===== src/rtl/add3_final_sum_pipe.sv =====
// Three-operand final adder: 3:2 carry-save, then a split carry-propagate add.
// Latency: 3 cycles from input accept to out_valid (S1 -> S2 -> S3), 1 beat/cycle sustained.
// Backpressure: per-stage valid; in_ready is combinational from out_ready, and empty stages fill while the output stalls.
module add3_final_sum_pipe #(
  parameter int radix = 78,
  parameter int SPLIT = radix
) (
  input  logic                 clk,
  input  logic                 rst,
  input  logic                 in_valid,
  output logic                 in_ready,
  input  logic [2*radix-1:0]   res_0,
  input  logic [2*radix-1:0]   res_1,
  input  logic [2*radix-1:0]   res_2,
  output logic                 out_valid,
  input  logic                 out_ready,
  output logic [2*radix-1:0]   prod,
  output logic                 ovf
);

  localparam int W  = 2 * radix;
  localparam int HW = W - SPLIT;   // width of the upper carry-propagate slice

  // ---------------------------------------------------------------------------
  // Flow control
  // ---------------------------------------------------------------------------
  logic v1_q, v2_q, v3_q;
  logic ready1, ready2, ready3;

  // A stage can take a new beat when it is empty or its contents move on this cycle.
  always_comb begin
    ready3 = !v3_q || out_ready;
    ready2 = !v2_q || ready3;
    ready1 = !v1_q || ready2;
  end

  assign in_ready  = ready1;
  assign out_valid = v3_q;

  // ---------------------------------------------------------------------------
  // Stage 1: 3:2 carry-save compression
  // ---------------------------------------------------------------------------
  logic [W-1:0] maj;
  logic [W-1:0] s1_sum_d, s1_cry_d;
  logic         s1_d1_d;
  logic [W-1:0] s1_sum_q, s1_cry_q;
  logic         s1_d1_q;

  // Bitwise sum and majority; the majority's top bit is weight 2^W and leaves the word.
  always_comb begin
    maj      = (res_0 & res_1) | (res_0 & res_2) | (res_1 & res_2);
    s1_sum_d = res_0 ^ res_1 ^ res_2;
    s1_cry_d = {maj[W-2:0], 1'b0};
    s1_d1_d  = maj[W-1];
  end

  // Stage 1 register: loads a new beat when the stage is free to advance.
  always_ff @(posedge clk) begin
    if (rst) begin
      v1_q     <= 1'b0;
      s1_sum_q <= '0;
      s1_cry_q <= '0;
      s1_d1_q  <= 1'b0;
    end else if (ready1) begin
      v1_q <= in_valid;
      if (in_valid) begin
        s1_sum_q <= s1_sum_d;
        s1_cry_q <= s1_cry_d;
        s1_d1_q  <= s1_d1_d;
      end
    end
  end

  // ---------------------------------------------------------------------------
  // Stage 2: low-half carry-propagate add
  // ---------------------------------------------------------------------------
  logic [SPLIT:0]   lo_sum_d;
  logic [SPLIT-1:0] s2_lo_q;
  logic             s2_cy_q;
  logic [HW-1:0]    s2_shi_q, s2_chi_q;
  logic             s2_d1_q;

  // Low slice add; bit SPLIT is the carry into the high slice.
  always_comb begin
    lo_sum_d = {1'b0, s1_sum_q[SPLIT-1:0]} + {1'b0, s1_cry_q[SPLIT-1:0]};
  end

  // Stage 2 register: keeps the finished low half, forwards the high operands untouched.
  always_ff @(posedge clk) begin
    if (rst) begin
      v2_q     <= 1'b0;
      s2_lo_q  <= '0;
      s2_cy_q  <= 1'b0;
      s2_shi_q <= '0;
      s2_chi_q <= '0;
      s2_d1_q  <= 1'b0;
    end else if (ready2) begin
      v2_q <= v1_q;
      if (v1_q) begin
        s2_lo_q  <= lo_sum_d[SPLIT-1:0];
        s2_cy_q  <= lo_sum_d[SPLIT];
        s2_shi_q <= s1_sum_q[W-1:SPLIT];
        s2_chi_q <= s1_cry_q[W-1:SPLIT];
        s2_d1_q  <= s1_d1_q;
      end
    end
  end

  // ---------------------------------------------------------------------------
  // Stage 3: high-half add and output register
  // ---------------------------------------------------------------------------
  logic [HW:0]  hi_sum_d;
  logic [W-1:0] prod_q;
  logic         ovf_q;

  // High slice add including the carry from the low slice; bit HW is the word carry-out.
  always_comb begin
    hi_sum_d = {1'b0, s2_shi_q} + {1'b0, s2_chi_q} + {{HW{1'b0}}, s2_cy_q};
  end

  // Output register: result only changes when a valid beat is loaded.
  // Overflow is set by either weight-2^W source (majority top bit or adder carry-out).
  always_ff @(posedge clk) begin
    if (rst) begin
      v3_q   <= 1'b0;
      prod_q <= '0;
      ovf_q  <= 1'b0;
    end else if (ready3) begin
      v3_q <= v2_q;
      if (v2_q) begin
        prod_q <= {hi_sum_d[HW-1:0], s2_lo_q};
        ovf_q  <= s2_d1_q | hi_sum_d[HW];
      end
    end
  end

  assign prod = prod_q;
  assign ovf  = ovf_q;

endmodule


===== config.mk =====
export PLATFORM = sky130hd
export DESIGN_NAME = add3_final_sum_pipe
export DESIGN_NICKNAME = d
export VERILOG_FILES = /design/src/rtl/add3_final_sum_pipe.sv
export SDC_FILE = /design/constraint.sdc
export NUM_CORES = 2
export LEC_CHECK = 0
export CAP_MARGIN = 10
export CELL_PAD_IN_SITES_DETAIL_PLACEMENT = 1
export CELL_PAD_IN_SITES_GLOBAL_PLACEMENT = 2
export CORE_ASPECT_RATIO = 0.6
export CORE_UTILIZATION = 34
export DETAILED_ROUTE_END_ITERATION = 12
export HOLD_SLACK_MARGIN = 0.06
export PLACE_DENSITY = 0.85
export SYNTH_ARGS = -nofsm -noshare
export SYNTH_HDL_FRONTEND = slang
export SYNTH_SLANG_ARGS = --single-unit

===== constraint.sdc =====
create_clock -name clk -period 5.9 [get_ports clk]
set_input_delay 1.18 -clock clk [delete_from_list [all_inputs] [get_ports clk]]
set_output_delay 1.18 -clock clk [all_outputs]
set_load 0.01 [all_outputs]

Word level (Yosys, flattened, before mapping)
Cells that the tools add are included.

word-level totals
  output and inout bits = 159
  register bits = 708

operators by class
  bitwise gates (word level) = 8
  add/sub/neg operators = 3
  reduce and logical (&&, ||, !) cells = 9

operator list
  cell                                       number
  156-bit AND                                3
  156-bit bitwise OR                         2
  156-bit XOR                                2
  78-bit by 78-bit adder with 79-bit output  2
  79-bit by 1-bit adder with 79-bit output   1
  2-bit AND reduction                        3
  1-bit logical NOT                          3
  1-bit logical OR                           3
  1-bit bitwise OR                           1

Depth between registers and ports, before layout
  depth in word-level cells = 5
  depth in mapped cells = 13
  gate-level depth less buffers = 13

Worst setup path after synthesis
No wires, ideal clock.

  kind = reg2reg
  start = register s2_cy_q
  end = register prod_q[122], in the netlist prod[122]
  data arrival time = 3.111 ns
  data required time = 5.772 ns
  library setup time = 0.128 ns
  setup slack = 2.661 ns
  clock period less this slack = 3.239 ns
  stages on the path, launching flop included = 14
  cells stage by stage = dfxtp_1 > inv_1 > fa_1 > fa_1 > nand2b_1 > a21oi_1 > o21ai_0 > o2111ai_1 > nand4bb_1 > a311oi_1 > nor2_1 > o41ai_1 > xnor2_1 > o21ai_0

between the ends
  cells in the longest elaborated chain, start to end = 1

ends and longest elaborated chain
  what                                      line  text
  start: declaration                        79    logic s2_cy_q;
  start signal: assignment                  101   s2_cy_q <= lo_sum_d[SPLIT];
  79-bit by 1-bit adder with 79-bit output  118   hi_sum_d = {1'b0, s2_shi_q} + {1'b0, s2_chi_q} + {{HW{1'b0}}, s2_cy_q};
  end signal: assignment                    131   prod_q <= {hi_sum_d[HW-1:0], s2_lo_q};
  end: declaration                          113   logic [W-1:0] prod_q;

Every way passes these cells.
A chain may end at the register's enable or synchronous reset.

Worst setup path in the final report
  start = register s1_cry_q[13]
  end = register s2_lo_q[47]

between the ends
  cells in the longest elaborated chain, start to end = 1

ends and longest elaborated chain
  what                                       line  text
  start: declaration                         46    logic [W-1:0] s1_sum_q, s1_cry_q;
  start signal: assignment                   68    s1_cry_q <= s1_cry_d;
  78-bit by 78-bit adder with 79-bit output  85    lo_sum_d = {1'b0, s1_sum_q[SPLIT-1:0]} + {1'b0, s1_cry_q[SPLIT-1:0]};
  end signal: assignment                     100   s2_lo_q <= lo_sum_d[SPLIT-1:0];
  end: declaration                           78    logic [SPLIT-1:0] s2_lo_q;

Every way passes these cells.

==> flow_summary.toml <==
[power_and_ir_drop]
intPower_w = 0.00873
pwr-share-clk_pct = 42.3
design_power_total_w = 0.0120
leakagePower_nw = 17.8
ir_worst_vdd_uv = 206
seqPwrFrac_pct = 43.0
p_switching_w = 0.00325
p_per_area_nw_per_um2 = 257
sw_frac_of_total_pct = 27.1
p_comb_share_pct = 14.7

[critical_path]
critPathMaxFanout = 7
path_class = "reg -> reg"
cp_slowest_stage_delay_ns = 0.74
cp.arrival_ns = 4.94
required_ns = 6.50
crit_chain = "ha_1, nand2_1, o311ai_0, a21oi_1, a311oi_1, o21ai_0, and2_1, o41ai_1, a21oi_1, xnor2_1, o21ai_0"
slowest_stage = "o41ai_1"
reg2reg_slack_ns = 1.56
end_kind = "flip-flop"
start_kind = "flip-flop"

[synth]
synthCells = 4653
synthMuxAreaShare_pct = 0.137
ys_types = 68
async_flop_share_pct = 0
synth-simple-area-share_pct = 20.6
syn_nets = 5438
synth_top_family_by_area = "simple AND/OR/NAND/NOR gates"
synth_edf_count = 0
synth-xor-area-share_pct = 2.89
yosysSeqAreaShare_pct = 38.7
yosysWarnings = 0
synth.ff_latch_count = 708
synth_compound_area_share_pct = 20.1
syn-cell-area_um2 = 36700
syn_avg_cell_area_um2 = 7.88
synth_fa_ha_area_share_pct = 13.9
synth_ff_type = "dfxtp_1"

[placed_design]
dpl.cell_count = 6421
place_ws_ns = 1.51
port_buffers = 630
hpwl_mm = 105
post_dp_cell_area_um2 = 44000
place_congestion = 0.963

[grt]
grt_pass1_wl_mm = 209
grt_max_degree = 221
overflow = 0
grt_use_total_pct = 24.5
grt_antenna_before_repair = 2
grt_pass1_vias = 35000

[clock_tree]
path_clk_slew_ns = 0.07
clock_latency_ns = 0.67
cts_buffers = 73
htreeDepth = 3
cts_resized = 0
root_buffer = "clkbuf_16"
cts_setup_buffers = 0
cts_tree = "done"
postCtsHoldBufs = 0
cts_buffer_depth = 3
clock-sinks = 708

[timing]
worst_slack_ns = 1.56
finalHoldViolCount = 0
worst_pin_slew_ns = 1.29
setup_tns_ns = 0
rsz0062_at_grt = "no"
finClkSkew_ns = 0.0229
fin_crit_ns = 4.34
relSlewSlack_pct = 12.9
fmax_mhz = 231
finalSetupViolCount = 0
final_max_slew_viol_count = 0
fin_crit_sh_pct = 73.5

[finish]
drive_above_1_share_pct = 3.60
fin_nets = 5872
syn2layout_area_growth_pct = 27.1
register_area_um2 = 14200
nFillCells = 12600
n_antenna_cell = 0
fin_area_um2 = 46600
multi_input_area_um2 = 21200
fin_cells = 6550

[floorplan]
start_util_pct = 34.6
boundaryPins = 631
dieHeight_um = 256
die_area_um2 = 109000
die_w_um = 426
rows = 92
design.core.area_um2 = 106000

[detailed_routing]
drc = 0
drt_first_pass_iters = 7
final_antenna_net_count = 0
via_per_inst = 5.28
vias = 34600
wl_per_cell_um = 20.9
wl_mm = 137
drt_first_iter_violations = 2077

[job]
max_cap_viol_count = 0

[outcome]
outcome = "finished, final reports clean"

[worst_hold_path]
min_path_type = "reg -> reg"
==> kinds of logic after synthesis <==
| group | after synthesis |
|---|---|
| and+or+nand+nor | 1851 |
| xor gates and xnor gates | 121 |
| DFF | 708 |
| adders and majority gates | 313 |
| muxes | 5 |
| AOI/OAI and AO/OA | 1293 |
| buffers and inverters | 362 |
==> area by class of cell <==
| type | count | share of cell area (%) |
|---|---|---|
| Timing Repair Buffer | 665 | 14.4 |
| Clock inverter | 34 | 1.13 |
| Tap cell | 1410 | 3.79 |
| Clock buffer | 94 | 4.35 |
| Sequential cell | 708 | 30.4 |
| Multi-Input combinational cell | 3583 | 45.5 |
| Inverter | 56 | 0.451 |
==> worst max-delay path: cells and delay by family, from the launching register on <==
family                     cells  cell delay (ns)
DFF                            1             0.32
xor gates and xnor gates       1             0.16
adders and majority gates      1             0.44
and+or+nand+nor                2             0.42
AOI/OAI and AO/OA              7             2.93
==> placed cells by master, fill, tap and decap left out, drive strengths merged, types with 17 or more instances in the layout <==
cell	synthesis	routed
a31oi	22	22
o211ai	21	21
a21oi	833	833
nand3	47	47
nor2	135	135
clkdlybuf4s50	0	629
xnor2	75	75
nand4	71	71
inv	56	62
o21ai	143	143
o31ai	17	17
ha	154	154
a21o	99	99
buf	17	35
clkbuf	289	95
xor2	46	46
fa	159	159
o21bai	35	35
dfxtp	708	708
nor3	39	39
nand2	1455	1455
==> synth_stat cells, drive strengths merged (56+ instances only) <==
| cell type | count | area (µm²) |
|---|---|---|
| clkbuf | 289 | 1080 |
| xnor2 | 75 | 657 |
| nor2 | 135 | 507 |
| a21oi | 833 | 4170 |
| a21o | 99 | 743 |
| o21ai | 143 | 716 |
| nand2 | 1455 | 5460 |
| inv | 56 | 210 |
| fa | 159 | 3180 |
| ha | 154 | 1930 |
| nand4 | 71 | 450 |
| dfxtp | 708 | 14200 |
==> stage by stage <==
step,hold WS (ns),utilization [%]
after global placement,0.438,41.6
final,0.447,44.0
after global routing,0.460,44.0
after CTS,0.452,44.0
after detailed placement,0.445,41.6
after floorplan,0.425,-
==> layer usage <==
layer | routed length (µm) | vias up | track usage (%)
met2 | 57200 | 840 | 35.8
met3 | 8940 | 138 | 6.22
met5 | 0 | - | 0
met4 | 3070 | 0 | 5.45
met1 | 67500 | 17000 | 35.7
li1 | - | 16700 | -
==> path summary, 6_finish.rpt <==
check                                   end                       start  depth (start not counted)
setup / recovery   s2_lo_q[47]$_SDFFE_PP0P_   s1_cry_q[13]$_SDFFE_PP0P_                         11
hold / removal    s2_chi_q[67]$_SDFFE_PP0P_  s1_cry_q[145]$_SDFFE_PP0P_                          2
setup reg to reg   s2_lo_q[47]$_SDFFE_PP0P_   s1_cry_q[13]$_SDFFE_PP0P_                         11
hold reg to reg   s2_chi_q[67]$_SDFFE_PP0P_  s1_cry_q[145]$_SDFFE_PP0P_                          2
==> power by group through the flow <==
stage	Combinational, W	Sequential [W]	Clock (W)
global placement	0.00175	0.00525	0
global route	0.00195	0.00517	0.00539
floorplan	0.000918	0.00521	0
CTS	0.00178	0.00515	0.00519
finish	0.00176	0.00515	0.00507
detailed placement	0.00177	0.00526	0
==> registers in the layout (all words and copies together), names as in the netlist, 78 cells and up <==
register	cells
prod	156
s1_cry_q	155
s1_sum_q	156
s2_chi_q	78
s2_lo_q	78
s2_shi_q	78
Note: power is estimated with default switching activity, not from simulation.
